[config.mk]
export PLATFORM = sky130hd
export DESIGN_NAME = alu_seq_top
export DESIGN_NICKNAME = d
export VERILOG_FILES = /design/src/rtl/alu_pkg.sv /design/src/rtl/alu_seq_div.sv /design/src/rtl/alu_seq_top.sv
export SDC_FILE = /design/constraint.sdc
export NUM_CORES = 1
export LEC_CHECK = 0
export ABC_AREA = 1
export CAP_MARGIN = 20
export CORE_AREA = 2 2 167 169
export CTS_BUF_LIST = sky130_fd_sc_hd__clkbuf_8
export DETAILED_ROUTE_END_ITERATION = 10
export DIE_AREA = 0 0 169 171
export PLACE_DENSITY = 0.41
export SYNTH_ARGS = -nofsm -noshare
export SYNTH_HDL_FRONTEND = slang
export SYNTH_SLANG_ARGS = --single-unit
[constraint.sdc]
create_clock -name CLK -period 5.95 [get_ports CLK]
set_clock_uncertainty 0.15 [all_clocks]
set_input_delay 1.785 -clock CLK [delete_from_list [all_inputs] [get_ports CLK]]
set_output_delay 1.785 -clock CLK [all_outputs]
set_load 0.05 [all_outputs]
[src/rtl/alu_pkg.sv]
// Shared constants for the sequential ALU: opcode map, unit indices,
// FSM states and compare result codes.
package alu_pkg;

    localparam logic [3:0] ALU_ADD   = 4'b0000;
    localparam logic [3:0] ALU_SUB   = 4'b0001;
    localparam logic [3:0] ALU_MUL   = 4'b0010;
    localparam logic [3:0] ALU_DIV   = 4'b0011;
    localparam logic [3:0] ALU_AND   = 4'b0100;
    localparam logic [3:0] ALU_OR    = 4'b0101;
    localparam logic [3:0] ALU_NAND  = 4'b0110;
    localparam logic [3:0] ALU_NOR   = 4'b0111;
    localparam logic [3:0] ALU_NOP   = 4'b1000;
    localparam logic [3:0] ALU_EQ    = 4'b1001;
    localparam logic [3:0] ALU_GT    = 4'b1010;
    localparam logic [3:0] ALU_LT    = 4'b1011;
    localparam logic [3:0] ALU_SHR_A = 4'b1100;
    localparam logic [3:0] ALU_SHL_A = 4'b1101;
    localparam logic [3:0] ALU_SHR_B = 4'b1110;
    localparam logic [3:0] ALU_SHL_B = 4'b1111;

    localparam int UNIT_ARITH = 0;
    localparam int UNIT_LOGIC = 1;
    localparam int UNIT_CMP   = 2;
    localparam int UNIT_SHIFT = 3;

    typedef enum logic {
        IDLE = 1'b0,
        DIV  = 1'b1
    } alu_state_t;

    localparam logic [1:0] CMP_NONE = 2'd0;
    localparam logic [1:0] CMP_EQ   = 2'd1;
    localparam logic [1:0] CMP_GT   = 2'd2;
    localparam logic [1:0] CMP_LT   = 2'd3;

endpackage

[src/rtl/alu_seq_div.sv]
// Iterative restoring divider: start loads operands, then one shift-subtract
// step per edge; done flags the final step with its result on the outputs.
module alu_seq_div #(
    parameter int WIDTH = 8,
    parameter int CNT_W = $clog2(WIDTH + 1)
) (
    input  logic             clk,
    input  logic             rst_n,
    input  logic             start,
    input  logic [WIDTH-1:0] dividend,
    input  logic [WIDTH-1:0] divisor,
    output logic             done,
    output logic [WIDTH-1:0] quotient,
    output logic [WIDTH-1:0] remainder
);

    logic [WIDTH-1:0] rem_q, rem_d;
    logic [WIDTH-1:0] quo_q, quo_d;
    logic [WIDTH-1:0] dvs_q, dvs_d;
    logic [CNT_W-1:0] cnt_q, cnt_d;

    logic [WIDTH:0]   shifted;
    logic [WIDTH:0]   trial;
    logic [WIDTH-1:0] rem_step;
    logic [WIDTH-1:0] quo_step;

    // quo_q starts as the dividend and fills with quotient bits from the LSB
    always_comb begin
        shifted = {rem_q, quo_q[WIDTH-1]};
        trial   = shifted - {1'b0, dvs_q};
        if (!trial[WIDTH]) begin
            rem_step = trial[WIDTH-1:0];
            quo_step = {quo_q[WIDTH-2:0], 1'b1};
        end else begin
            rem_step = shifted[WIDTH-1:0];
            quo_step = {quo_q[WIDTH-2:0], 1'b0};
        end
    end

    always_comb begin
        rem_d = rem_q;
        quo_d = quo_q;
        dvs_d = dvs_q;
        cnt_d = cnt_q;
        if (start) begin
            rem_d = '0;
            quo_d = dividend;
            dvs_d = divisor;
            cnt_d = CNT_W'(WIDTH);
        end else if (cnt_q != '0) begin
            rem_d = rem_step;
            quo_d = quo_step;
            cnt_d = cnt_q - 1'b1;
        end
    end

    always_ff @(posedge clk) begin
        if (!rst_n) begin
            rem_q <= '0;
            quo_q <= '0;
            dvs_q <= '0;
            cnt_q <= '0;
        end else begin
            rem_q <= rem_d;
            quo_q <= quo_d;
            dvs_q <= dvs_d;
            cnt_q <= cnt_d;
        end
    end

    assign done      = (cnt_q == CNT_W'(1));
    assign quotient  = quo_step;
    assign remainder = rem_step;

endmodule

[src/rtl/alu_seq_top.sv]
// Sequential 16-op ALU with valid/ready intake and one registered result bus.
// Macro ALU_DIV_REM_EN: divide results carry the remainder (or A on /0) in the high half.
//   state | meaning
//   IDLE  | ready; single-cycle ops and divide-by-zero complete here
//   DIV   | restoring divider busy for WIDTH edges; not ready
module alu_seq_top
    import alu_pkg::*;
#(
    parameter int WIDTH = 8,
    parameter int CNT_W = $clog2(WIDTH + 1)
) (
    input  logic               CLK,
    input  logic               RST,
    input  logic               IN_VALID,
    output logic               IN_READY,
    input  logic [WIDTH-1:0]   A,
    input  logic [WIDTH-1:0]   B,
    input  logic [3:0]         ALU_FUN,
    output logic               OUT_VALID,
    output logic [2*WIDTH-1:0] ALU_OUT,
    output logic               Carry_OUT,
    output logic [3:0]         UNIT_FLAG,
    output logic               DIV_BY_ZERO
);

    localparam int W2 = 2 * WIDTH;

    alu_state_t     state_q, state_d;
    logic           out_valid_q, out_valid_d;
    logic [W2-1:0]  alu_out_q, alu_out_d;
    logic           carry_q, carry_d;
    logic [3:0]     unit_flag_q, unit_flag_d;
    logic           dbz_q, dbz_d;

    logic             accept;
    logic             div_start;
    logic             div_done;
    logic [WIDTH-1:0] div_quo;
    logic [WIDTH-1:0] div_rem;
    logic [WIDTH-1:0] div_hi;

    logic [WIDTH:0]   sum;
    logic [W2-1:0]    prod;
    logic [W2-1:0]    su_res;
    logic             su_carry;
    logic [1:0]       unit_sel;
    logic [3:0]       su_flag;

    assign IN_READY = RST && (state_q == IDLE);
    assign accept   = IN_VALID && IN_READY;
    assign sum      = {1'b0, A} + {1'b0, B};
    assign prod     = W2'(A) * W2'(B);
    assign unit_sel = ALU_FUN[3:2];

    alu_seq_div #(.WIDTH(WIDTH), .CNT_W(CNT_W)) u_div (
        .clk       (CLK),
        .rst_n     (RST),
        .start     (div_start),
        .dividend  (A),
        .divisor   (B),
        .done      (div_done),
        .quotient  (div_quo),
        .remainder (div_rem)
    );

`ifdef ALU_DIV_REM_EN
    assign div_hi = div_rem;
`else
    logic unused_rem;
    assign unused_rem = ^div_rem;
    assign div_hi     = '0;
`endif

    always_comb begin
        su_flag             = '0;
        su_flag[UNIT_ARITH] = (unit_sel == 2'(UNIT_ARITH));
        su_flag[UNIT_LOGIC] = (unit_sel == 2'(UNIT_LOGIC));
        su_flag[UNIT_CMP]   = (unit_sel == 2'(UNIT_CMP));
        su_flag[UNIT_SHIFT] = (unit_sel == 2'(UNIT_SHIFT));
    end

    // Single-cycle result; for ALU_DIV this is only the divide-by-zero answer
    always_comb begin
        su_res   = '0;
        su_carry = 1'b0;
        case (ALU_FUN)
            ALU_ADD: begin
                su_res[WIDTH:0] = sum;
                su_carry        = sum[WIDTH];
            end
            ALU_SUB: begin
                su_res[WIDTH-1:0] = A - B;
                su_carry          = (A < B);
            end
            ALU_MUL: su_res = prod;
            ALU_DIV: begin
                su_res[WIDTH-1:0] = '1;
`ifdef ALU_DIV_REM_EN
                su_res[W2-1:WIDTH] = A;
`endif
            end
            ALU_AND:   su_res[WIDTH-1:0] = A & B;
            ALU_OR:    su_res[WIDTH-1:0] = A | B;
            ALU_NAND:  su_res[WIDTH-1:0] = ~(A & B);
            ALU_NOR:   su_res[WIDTH-1:0] = ~(A | B);
            ALU_NOP:   su_res[1:0] = CMP_NONE;
            ALU_EQ:    su_res[1:0] = (A == B) ? CMP_EQ : CMP_NONE;
            ALU_GT:    su_res[1:0] = (A > B)  ? CMP_GT : CMP_NONE;
            ALU_LT:    su_res[1:0] = (A < B)  ? CMP_LT : CMP_NONE;
            ALU_SHR_A: su_res[WIDTH-1:0] = A >> 1;
            ALU_SHL_A: su_res[WIDTH-1:0] = A << 1;
            ALU_SHR_B: su_res[WIDTH-1:0] = B >> 1;
            ALU_SHL_B: su_res[WIDTH-1:0] = B << 1;
            default:   su_res = '0;
        endcase
    end

    always_comb begin
        state_d     = state_q;
        out_valid_d = 1'b0;
        alu_out_d   = alu_out_q;
        carry_d     = carry_q;
        unit_flag_d = unit_flag_q;
        dbz_d       = dbz_q;
        div_start   = 1'b0;
        case (state_q)
            IDLE: begin
                if (accept) begin
                    if ((ALU_FUN == ALU_DIV) && (B != '0)) begin
                        div_start = 1'b1;
                        state_d   = DIV;
                    end else begin
                        out_valid_d = 1'b1;
                        alu_out_d   = su_res;
                        carry_d     = su_carry;
                        unit_flag_d = su_flag;
                        dbz_d       = (ALU_FUN == ALU_DIV);
                    end
                end
            end
            DIV: begin
                if (div_done) begin
                    state_d                 = IDLE;
                    out_valid_d             = 1'b1;
                    alu_out_d               = {div_hi, div_quo};
                    carry_d                 = 1'b0;
                    unit_flag_d             = '0;
                    unit_flag_d[UNIT_ARITH] = 1'b1;
                    dbz_d                   = 1'b0;
                end
            end
            default: state_d = IDLE;
        endcase
    end

    always_ff @(posedge CLK) begin
        if (!RST) begin
            state_q     <= IDLE;
            out_valid_q <= 1'b0;
            alu_out_q   <= '0;
            carry_q     <= 1'b0;
            unit_flag_q <= '0;
            dbz_q       <= 1'b0;
        end else begin
            state_q     <= state_d;
            out_valid_q <= out_valid_d;
            alu_out_q   <= alu_out_d;
            carry_q     <= carry_d;
            unit_flag_q <= unit_flag_d;
            dbz_q       <= dbz_d;
        end
    end

    assign OUT_VALID   = out_valid_q;
    assign ALU_OUT     = alu_out_q;
    assign Carry_OUT   = carry_q;
    assign UNIT_FLAG   = unit_flag_q;
    assign DIV_BY_ZERO = dbz_q;

endmodule
* Word level (Yosys, flattened, before mapping)
Cells that the tools add are included.
** Cells by class
- Reduce and logical (&&, ||, !) cells :: 10
- Equal/unequal tests :: 23
- Divide/modulo/power cells :: 0
- Magnitude comparators :: 2
- Multiply operators :: 1
- Mux-type cells :: 38
- Shift operators :: 0
- Bitwise logic cells :: 6
- Add/sub/neg operators :: 4
** Operators by type and width (number)
- 6-bit case mux with 12 select lines :: 1
- 16-bit 2-to-1 mux :: 3
- 4-bit == test (second input constant) :: 8
- 16-bit case mux with 2 select lines :: 1
- 2-bit case mux with 16 select lines :: 1
- 8-bit 2-to-1 mux :: 3
- 4-bit 2-to-1 mux :: 5
- 4-bit by 3-bit == test with 1-bit output (second input constant) :: 4
- 8-bit by 8-bit multiplier with 16-bit output :: 1
- 8-bit inverter :: 2
- 1-bit 2-to-1 mux :: 14
- 1-bit case mux with 2 select lines :: 6
- 8-bit by 8-bit adder with 9-bit output :: 1
- 9-bit by 8-bit subtractor with 9-bit output :: 1
- 8-bit AND :: 1
- 4-bit by 1-bit == test with 1-bit output (second input constant) :: 2
- 4-bit by 2-bit == test with 1-bit output (second input constant) :: 2
- 8-bit == test :: 1
- 8-bit > comparator :: 1
- 8-bit less-than comparator :: 1
- 8-bit bitwise OR :: 1
- 4-bit case mux with 2 select lines :: 1
- 8-bit nonzero test :: 1
- 8-bit subtractor :: 1
- other kinds (15) :: 21
** Word-level totals
- Word-level logic and storage cells :: 95
- Memory bits (read-only) :: 0
- Flip-flop bits (word level) :: 52
- Memories kept :: 0
- Input port bits :: 23
- Bits in latches :: 0
- Output and inout bits :: 24
- Memory bits (writable) :: 0

* Logic depth before layout (Yosys ltp)
Gate-level depths: netlist (run 1).
- Depth after elaboration :: 6
- Mapped depth :: 21
- Mapped depth without buffers :: 20

* Hierarchy
Synthesis (run 1) repeated with hierarchy kept, for this count alone.
** Unflattened totals
- Cell total of the unflattened synthesis :: 1058
- Area total of the unflattened synthesis :: 6732.7 µm²
** Modules (own cells, without submodules)
- alu_seq_top :: area an instance 4895.9 µm², cells each 789, times used 1
- alu_seq_div :: area an instance 1836.8 µm², cells each 269, times used 1

* Worst setup path before layout (run 1)
No wires, ideal clock.
- Kind :: in2reg
- Start :: in A[0]
- End :: reg alu_out_q[10] (netlist: ALU_OUT[10])
- Path buffers :: 1
- Slack :: 317 ps
- Data arrival time :: 5369 ps
- Required time :: 5686 ps
- Library setup time :: 114 ps
- Stages :: 17
- Cells stage by stage :: clkbuf_1 nand2_1 fa_1 fa_1 inv_1 fa_1 inv_1 fa_1 inv_1 ha_1 nand2_1 a21oi_1 nor2_1 nand2_1 or2_2 nand3_1 nand2_1
** Between the ends
- Word-level cells in the longest chain between the ends :: 5
** Ends and longest elaborated chain
- start, declared :: line alu_seq_top.sv:16 : input logic [WIDTH-1:0] A,
- 8-bit by 8-bit multiplier with 16-bit output :: line alu_seq_top.sv:52 : assign prod = W2'(A) * W2'(B);
- 7-bit 2-to-1 mux :: line alu_seq_top.sv:86 : case (ALU_FUN)
- 16-bit 2-to-1 mux :: line alu_seq_top.sv:129 : if ((ALU_FUN == ALU_DIV) && (B != '0)) begin
- 16-bit 2-to-1 mux :: line alu_seq_top.sv:128 : if (accept) begin
- 16-bit case mux with 2 select lines :: line alu_seq_top.sv:126 : case (state_q)
- end signal, assigned :: line alu_seq_top.sv:167 : alu_out_q <= alu_out_d;
- end, declared :: line alu_seq_top.sv:30 : logic [W2-1:0] alu_out_q, alu_out_d;
Every way passes these cells. The select of a mux whose other input is x is not followed.
A chain may end at the register's enable or synchronous reset.

* Final worst setup path (run 1)
- Start :: in A[0]
- End :: reg alu_out_q[6] (netlist: ALU_OUT[6])
** Between the ends
- Word-level cells in the longest chain between the ends :: 5
- Elaborated cells between the ends (all ways) :: 7
- Classes of those cells :: 2 x add/sub; 1 x mul; 4 x mux
** Ends and longest elaborated chain (line)
- 8-bit by 8-bit multiplier with 16-bit output (tied with other cells) :: alu_seq_top.sv:52
- 6-bit case mux with 12 select lines (*) :: alu_seq_top.sv:86
- 16-bit 2-to-1 mux (*) :: alu_seq_top.sv:129
- 16-bit 2-to-1 mux (*) :: alu_seq_top.sv:128
- 16-bit case mux with 2 select lines (*) :: alu_seq_top.sv:126
Mark *: on every way between the ends. The rest lies on a longest branch, timed or not. The select of a mux whose other input is x is not followed.

==> results.cfg, run 1 <==
[run_status]
status = completed

[global_route]
track_usage_pct = 15.8
antenna_found_initial = 0
overflow = 0
grt_pass1_wl_mm = 35.4
grt_max_degree = 29
grt_pass1_vias = 6363

[setup_path]
end_kind = flip-flop
crit_path_top_delay_cell = fa_1
cp_data_arrival_time_ps = 5860
max_stage_delay_ps = 530
worstPathRequired_ps = 6040
crit_path_start_kind = input pin
crit_type = input pin to flip-flop
cp_max_fo = 9
crit_path_frequent_cell = nand2_1
critical_path.cell_chain = clkdlybuf4s50_1 -> buf_4 -> nand2_1 -> inv_1 -> fa_1 -> fa_1 -> ha_1 -> inv_1 -> fa_1 -> inv_1 -> ha_2 -> buf_4 -> nand3_1 -> nand2_1 -> nand2_1 -> nand2_1 -> nor2_1 -> nor2_2 -> nand3_1 -> nand2_1 -> a21oi_1
r2r_slack_ps = 3310

[power]
power.density_nw_per_um2 = 257
p_leak_nw = 4.28
ir_drop_uv = 117

[logic_synthesis]
synth-xor-area-share_pct = 1.43
synthCells = 1015
syn-num-nets = 1148
yosysUniqueCellTypes = 47
synth_compound_area_share_pct = 11.6
ys_warn_count = 0
synth_area_um2 = 6720
synth_edf_count = 0
async_flop_share_pct = 0
synthMuxAreaShare_pct = 0
synthFlopType = dfxtp_1
synthAdderAreaFrac_pct = 24.9
synth-seq-cells = 52
yosysSeqAreaShare_pct = 15.5
syn_area_per_cell_um2 = 6.62
synth-simple-area-share_pct = 31.6
synth_top_family_by_area = simple AND/OR/NAND/NOR gates

[timing]
final.setup.tns_ps = 0
fmax_mhz = 173
slew_viol_final = 0
setup_viol_count_final = 0
finalHoldViolCount = 0
fin_crit_sh_pct = 96.9
worstMarginPinSlew_ps = 843
relSlewSlack_pct = 43.7
fin_crit_ps = 5760

[floorplanning]
initial_core_util_pct = 24.6
fp.dieW_um = 169
die_area_um2 = 28900
row_count = 61
die_h_um = 171
io_pins = 47
coreArea_um2 = 27300

[cts]
holdBufCountCts = 0
root_buffer = clkbuf_8
clk_latency_ps = 350
cts_buffer_depth = 2
clkTransAtPathRegs_ps = 120
cts_max_level = 2
cts_tree = done
cts.sinks = 52
numCtsBuffers = 5

[drt]
dr.pass1.iters = 6
route.detailed.drc = 0
drtIter0Drc = 375
num_vias = 6428
via_per_inst = 4.47
ant_nets = 0
wl_mm = 22.1
wire_per_inst_um = 15.3

[finish]
fin_util_pct = 29.1
diodes = 0
area_delta_synth_final_pct = 18.4
drive_gt1_share_pct = 12.3
fin_nets = 1225
finalInstanceArea_um2 = 7950

[placed_design]
hpwlAfterDp_mm = 18.2
gp_routability_congestion = 0.870
io_buffers = 46
dpl_cell_area_um2 = 7810

[flow_run]
maxCapViolCount = 0

[hold_path]
worstHoldPathType = flip-flop to flip-flop
==> cell families (layout without fill, tap and decap cells) <==
group	Yosys count	count (layout)
xor gates and xnor gates	11	11
and+or+nand+nor	482	482
buffers and inverters	231	309
DFF	52	52
AOI/OAI and AO/OA	129	129
adders and majority gates	110	110
==> repair_timing <==
item / in CTS / in global routing
gates resized for setup: 0 / 11
setup buffers: 0 / 0
setup endpoints to repair: 0 / 11
==> worst paths after layout <==
kind / startpoint / endpoint / cells past startpoint
max: A[0] / ALU_OUT[6]$_SDFFE_PN0P_ / 21
min: Carry_OUT$_SDFFE_PN0P_ / Carry_OUT$_SDFFE_PN0P_ / 2
max reg2reg: u_div.quo_q[7]$_SDFFE_PN0P_ / ALU_OUT[0]$_SDFFE_PN0P_ / 11
min reg2reg: Carry_OUT$_SDFFE_PN0P_ / Carry_OUT$_SDFFE_PN0P_ / 2
==> state kept, by name (all words and copies together) (netlist names) <==
signal	count
u_div.cnt_q	4
u_div.dvs_q	8
state_q	1
u_div.rem_q	8
u_div.quo_q	8
UNIT_FLAG	4
Carry_OUT	1
DIV_BY_ZERO	1
OUT_VALID	1
ALU_OUT	16
==> power by group <==
part	switching (mW)	internal [mW]	total [mW]
clock	0.155	0.0865	0.242
combinational	0.819	0.552	1.37
sequential	0.0364	0.392	0.428
total	1.01	1.03	2.04
==> cell type report <==
cell class                      count  area (µm²)
Fill cell                        3080       19400
Multi-Input combinational cell    732        4710
Sequential cell                    52        1040
Timing Repair Buffer              100         898
Inverter                          201         779
Tap cell                          346         433
Clock buffer                        5        68.8
Clock inverter                      3        25.0
==> layer usage <==
metal	GRT usage (%)	part of all wire, %	up-vias
met1	22.2	50	2997
met5	0	0	-
li1	-	-	3288
met2	25.7	45	117
met4	4.35	2.1	0
met3	1.57	2.7	26
==> cells in the final DEF (no fill, tap or decap), drive strengths merged, types with 3 or more instances in the layout <==
cell type	n
a21oi	53
a22oi	7
buf	55
clkbuf	5
clkdlybuf4s50	41
clkinv	6
dfxtp	52
dlymetal6s2s	4
fa	39
ha	71
inv	197
nand2	302
nand3	61
nand3b	3
nand4	12
nor2	97
nor3	3
o21ai	52
o21bai	3
o22ai	7
or2	3
xnor2	5
xor2	6
==> cells in the mapped netlist, types with 3 or more instances <==
master / instances / area, µm²
a21oi_1: 45 / 225
a21oi_2: 8 / 70.1
a22oi_1: 7 / 52.6
buf_2: 5 / 25.0
buf_6: 12 / 135
clkbuf_1: 11 / 41.3
dfxtp_1: 52 / 1040
fa_1: 39 / 781
ha_1: 71 / 888
inv_1: 183 / 687
inv_2: 9 / 33.8
nand2_1: 282 / 1060
nand2_2: 12 / 75.1
nand2_4: 5 / 56.3
nand2_8: 3 / 60.1
nand3_1: 60 / 300
nand3b_1: 3 / 22.5
nand4_1: 10 / 62.6
nor2_1: 93 / 349
nor2_4: 3 / 33.8
nor3_1: 3 / 15.0
o21ai_0: 41 / 205
o21ai_2: 9 / 78.8
o21bai_1: 3 / 22.5
o22ai_1: 7 / 43.8
or2_2: 3 / 18.8
xnor2_1: 5 / 43.8
xor2_1: 6 / 52.6
==> worst max-delay path, delay by kind of cell <==
kind                     cells  cell delay (ps)
AO/OA/AOI/OAI                1               70
buffers and inverters        6              990
adder cells (fa/ha/maj)      5             2190
AND/OR/NAND/NOR              9              800
==> metrics by stage <==
step                      power [mW]  hold slack [ps]  worst slack [ps]  instances
after floorplan                 1.37              302               317       1015
after global placement          1.78              301              -360       1431
after detailed placement        1.77              299              -359       1431
after CTS                       2.03              322              4.70       1439
after global routing            2.28              339             -1.22       1439
final                           2.04              314               185       1439
Power figures use the tool's default switching activity.
==> run 2: changes to the inputs <==
--- a/config.mk
+++ b/config.mk
@@ -7,10 +7,10 @@
 export LEC_CHECK = 0
 export ABC_AREA = 1
 export CAP_MARGIN = 20
-export CORE_AREA = 2 2 167 169
+export CORE_AREA = 2 2 215 132
 export CTS_BUF_LIST = sky130_fd_sc_hd__clkbuf_8
 export DETAILED_ROUTE_END_ITERATION = 10
-export DIE_AREA = 0 0 169 171
+export DIE_AREA = 0 0 217 134
 export PLACE_DENSITY = 0.41
 export SYNTH_ARGS = -nofsm -noshare
 export SYNTH_HDL_FRONTEND = slang
==> results.cfg, run 2 (same netlist as run 1, synthesis figures left out) <==
[run_status]
status = completed

[drt]
wl_mm = 23.1
route.detailed.drc = 0
wire_per_inst_um = 15.7
via_per_inst = 4.38
drtIter0Drc = 515
num_vias = 6431
dr.pass1.iters = 5
ant_nets = 0

[hold_path]
worstHoldPathType = flip-flop to flip-flop

[power]
p_clk_share_pct = 13.4
power.total_mw = 2.16
sw_frac_of_total_pct = 49.5
ir_drop_uv = 98.4
p_switching_mw = 1.07
combPwrFrac_pct = 66.9
seqPwrFrac_pct = 19.7
p_leak_nw = 4.35
p_int_mw = 1.09
power.density_nw_per_um2 = 267

[setup_path]
worstPathRequired_ps = 6050
cp_max_fo = 5
cp_data_arrival_time_ps = 5880
r2r_slack_ps = 3200
crit_type = input pin to flip-flop
crit_path_start_kind = input pin
end_kind = flip-flop

[cts]
numCtsBuffers = 5
cts.sinks = 52
cts_buffer_depth = 2
clk_latency_ps = 350
cts_tree = done
root_buffer = clkbuf_8
cts_max_level = 2
clkTransAtPathRegs_ps = 110

[floorplanning]
coreArea_um2 = 27200
die_area_um2 = 29100
row_count = 47
initial_core_util_pct = 24.7
die_h_um = 134
fp.dieW_um = 217
io_pins = 47

[timing]
finalHoldViolCount = 0
setup_viol_count_final = 0
fmax_mhz = 173
rsz0062_at_grt = true
fin_crit_ps = 5780
whs_ps = 312
relSlewSlack_pct = 45.7
worstMarginPinSlew_ps = 811
fin_crit_sh_pct = 97.1
slew_viol_final = 0

[placed_design]
hpwlAfterDp_mm = 19.5
gp_routability_congestion = 0.917
dpl_cell_area_um2 = 7880
io_buffers = 46

[finish]
layout_commonest_cell = nand2_1
fin_nets = 1232
finalInstanceArea_um2 = 8090
layout_common_cells = nand2_1, inv_1, nor2_1
fin_util_pct = 29.8
area_delta_synth_final_pct = 20.5
diodes = 0
drive_gt1_share_pct = 13.5
fill_cells = 3087
largest_reg_flops = 16

[global_route]
track_usage_pct = 16.6
grt_pass1_vias = 6073
grt_pass1_wl_mm = 36.4
grt_max_degree = 29
overflow = 0
antenna_found_initial = 0

[flow_run]
maxCapViolCount = 0
==> run 2: worst paths after layout <==
check                                    from                      end  depth (start not counted)
setup / recovery                         B[3]  ALU_OUT[5]$_SDFFE_PN0P_                         20
hold / removal        ALU_OUT[9]$_SDFFE_PN0P_  ALU_OUT[9]$_SDFFE_PN0P_                          2
setup reg to reg  u_div.quo_q[7]$_SDFFE_PN0P_  ALU_OUT[0]$_SDFFE_PN0P_                         11
hold reg to reg       ALU_OUT[9]$_SDFFE_PN0P_  ALU_OUT[9]$_SDFFE_PN0P_                          2
==> run 2: cell type report <==
class                           count  area (µm²)  area share (%)
Clock buffer                        6        82.6            1.02
Clock inverter                      2        38.8           0.479
Inverter                          201         779            9.63
Multi-Input combinational cell    732        4740            58.5
Sequential cell                    52        1040            12.9
Tap cell                          367         459            5.67
Timing Repair Buffer              107         957            11.8
==> run 2: critical path, stage by stage <==
cell	delay, ps
clkdlybuf4s50_1	470
buf_4	180
buf_4	160
nand2_1	60
inv_1	50
fa_1	420
fa_1	490
ha_1	290
inv_1	50
fa_1	530
inv_1	40
ha_1	290
buf_4	150
or2_2	260
nand3_1	170
nand4_1	120
nor2_1	150
nand3_1	80
nand2_1	70
a21oi_1	70
==> run 2: timing repair <==
item,4_1_cts,5_1_grt
resized for setup,3,20
buffers inserted,0,1
setup endpoints to repair,1,11
pin swaps,0,6
endpoints found under the hold margin,0,0
hold buffers,0,0
==> run 2: per-layer routing <==
metal  GRT usage [%]  part of all wire [%]  wire, µm  vias to the layer above
met3            4.72                   9.1      2110                       11
li1                -                     -         -                     3302
met5               0                     0         0                        -
met1            28.4                    58     13500                     2910
met4            2.55                  0.73       168                        0
met2            19.0                    32      7300                      208
==> run 2: power by group through the flow <==
| stage | clock, mW | combinational, mW | sequential, mW |
|---|---|---|---|
| finish | 0.290 | 1.45 | 0.427 |
| CTS | 0.308 | 1.39 | 0.427 |
| global route | 0.316 | 1.64 | 0.434 |
| floorplan | 0 | 0.912 | 0.454 |
| global placement | 0 | 1.38 | 0.436 |
| detailed placement | 0 | 1.37 | 0.435 |
==> run 2: stage by stage <==
step	worst slack [ps]	TNS, ps	instances
6_report	170	0	1467
5_1_grt	-7.37	-7.37	1467
4_1_cts	6.53	0	1466
3_5_place_dp	-614	-3550	1458
3_3_place_gp	-581	-3280	1458
2_1_floorplan	317	0	1015
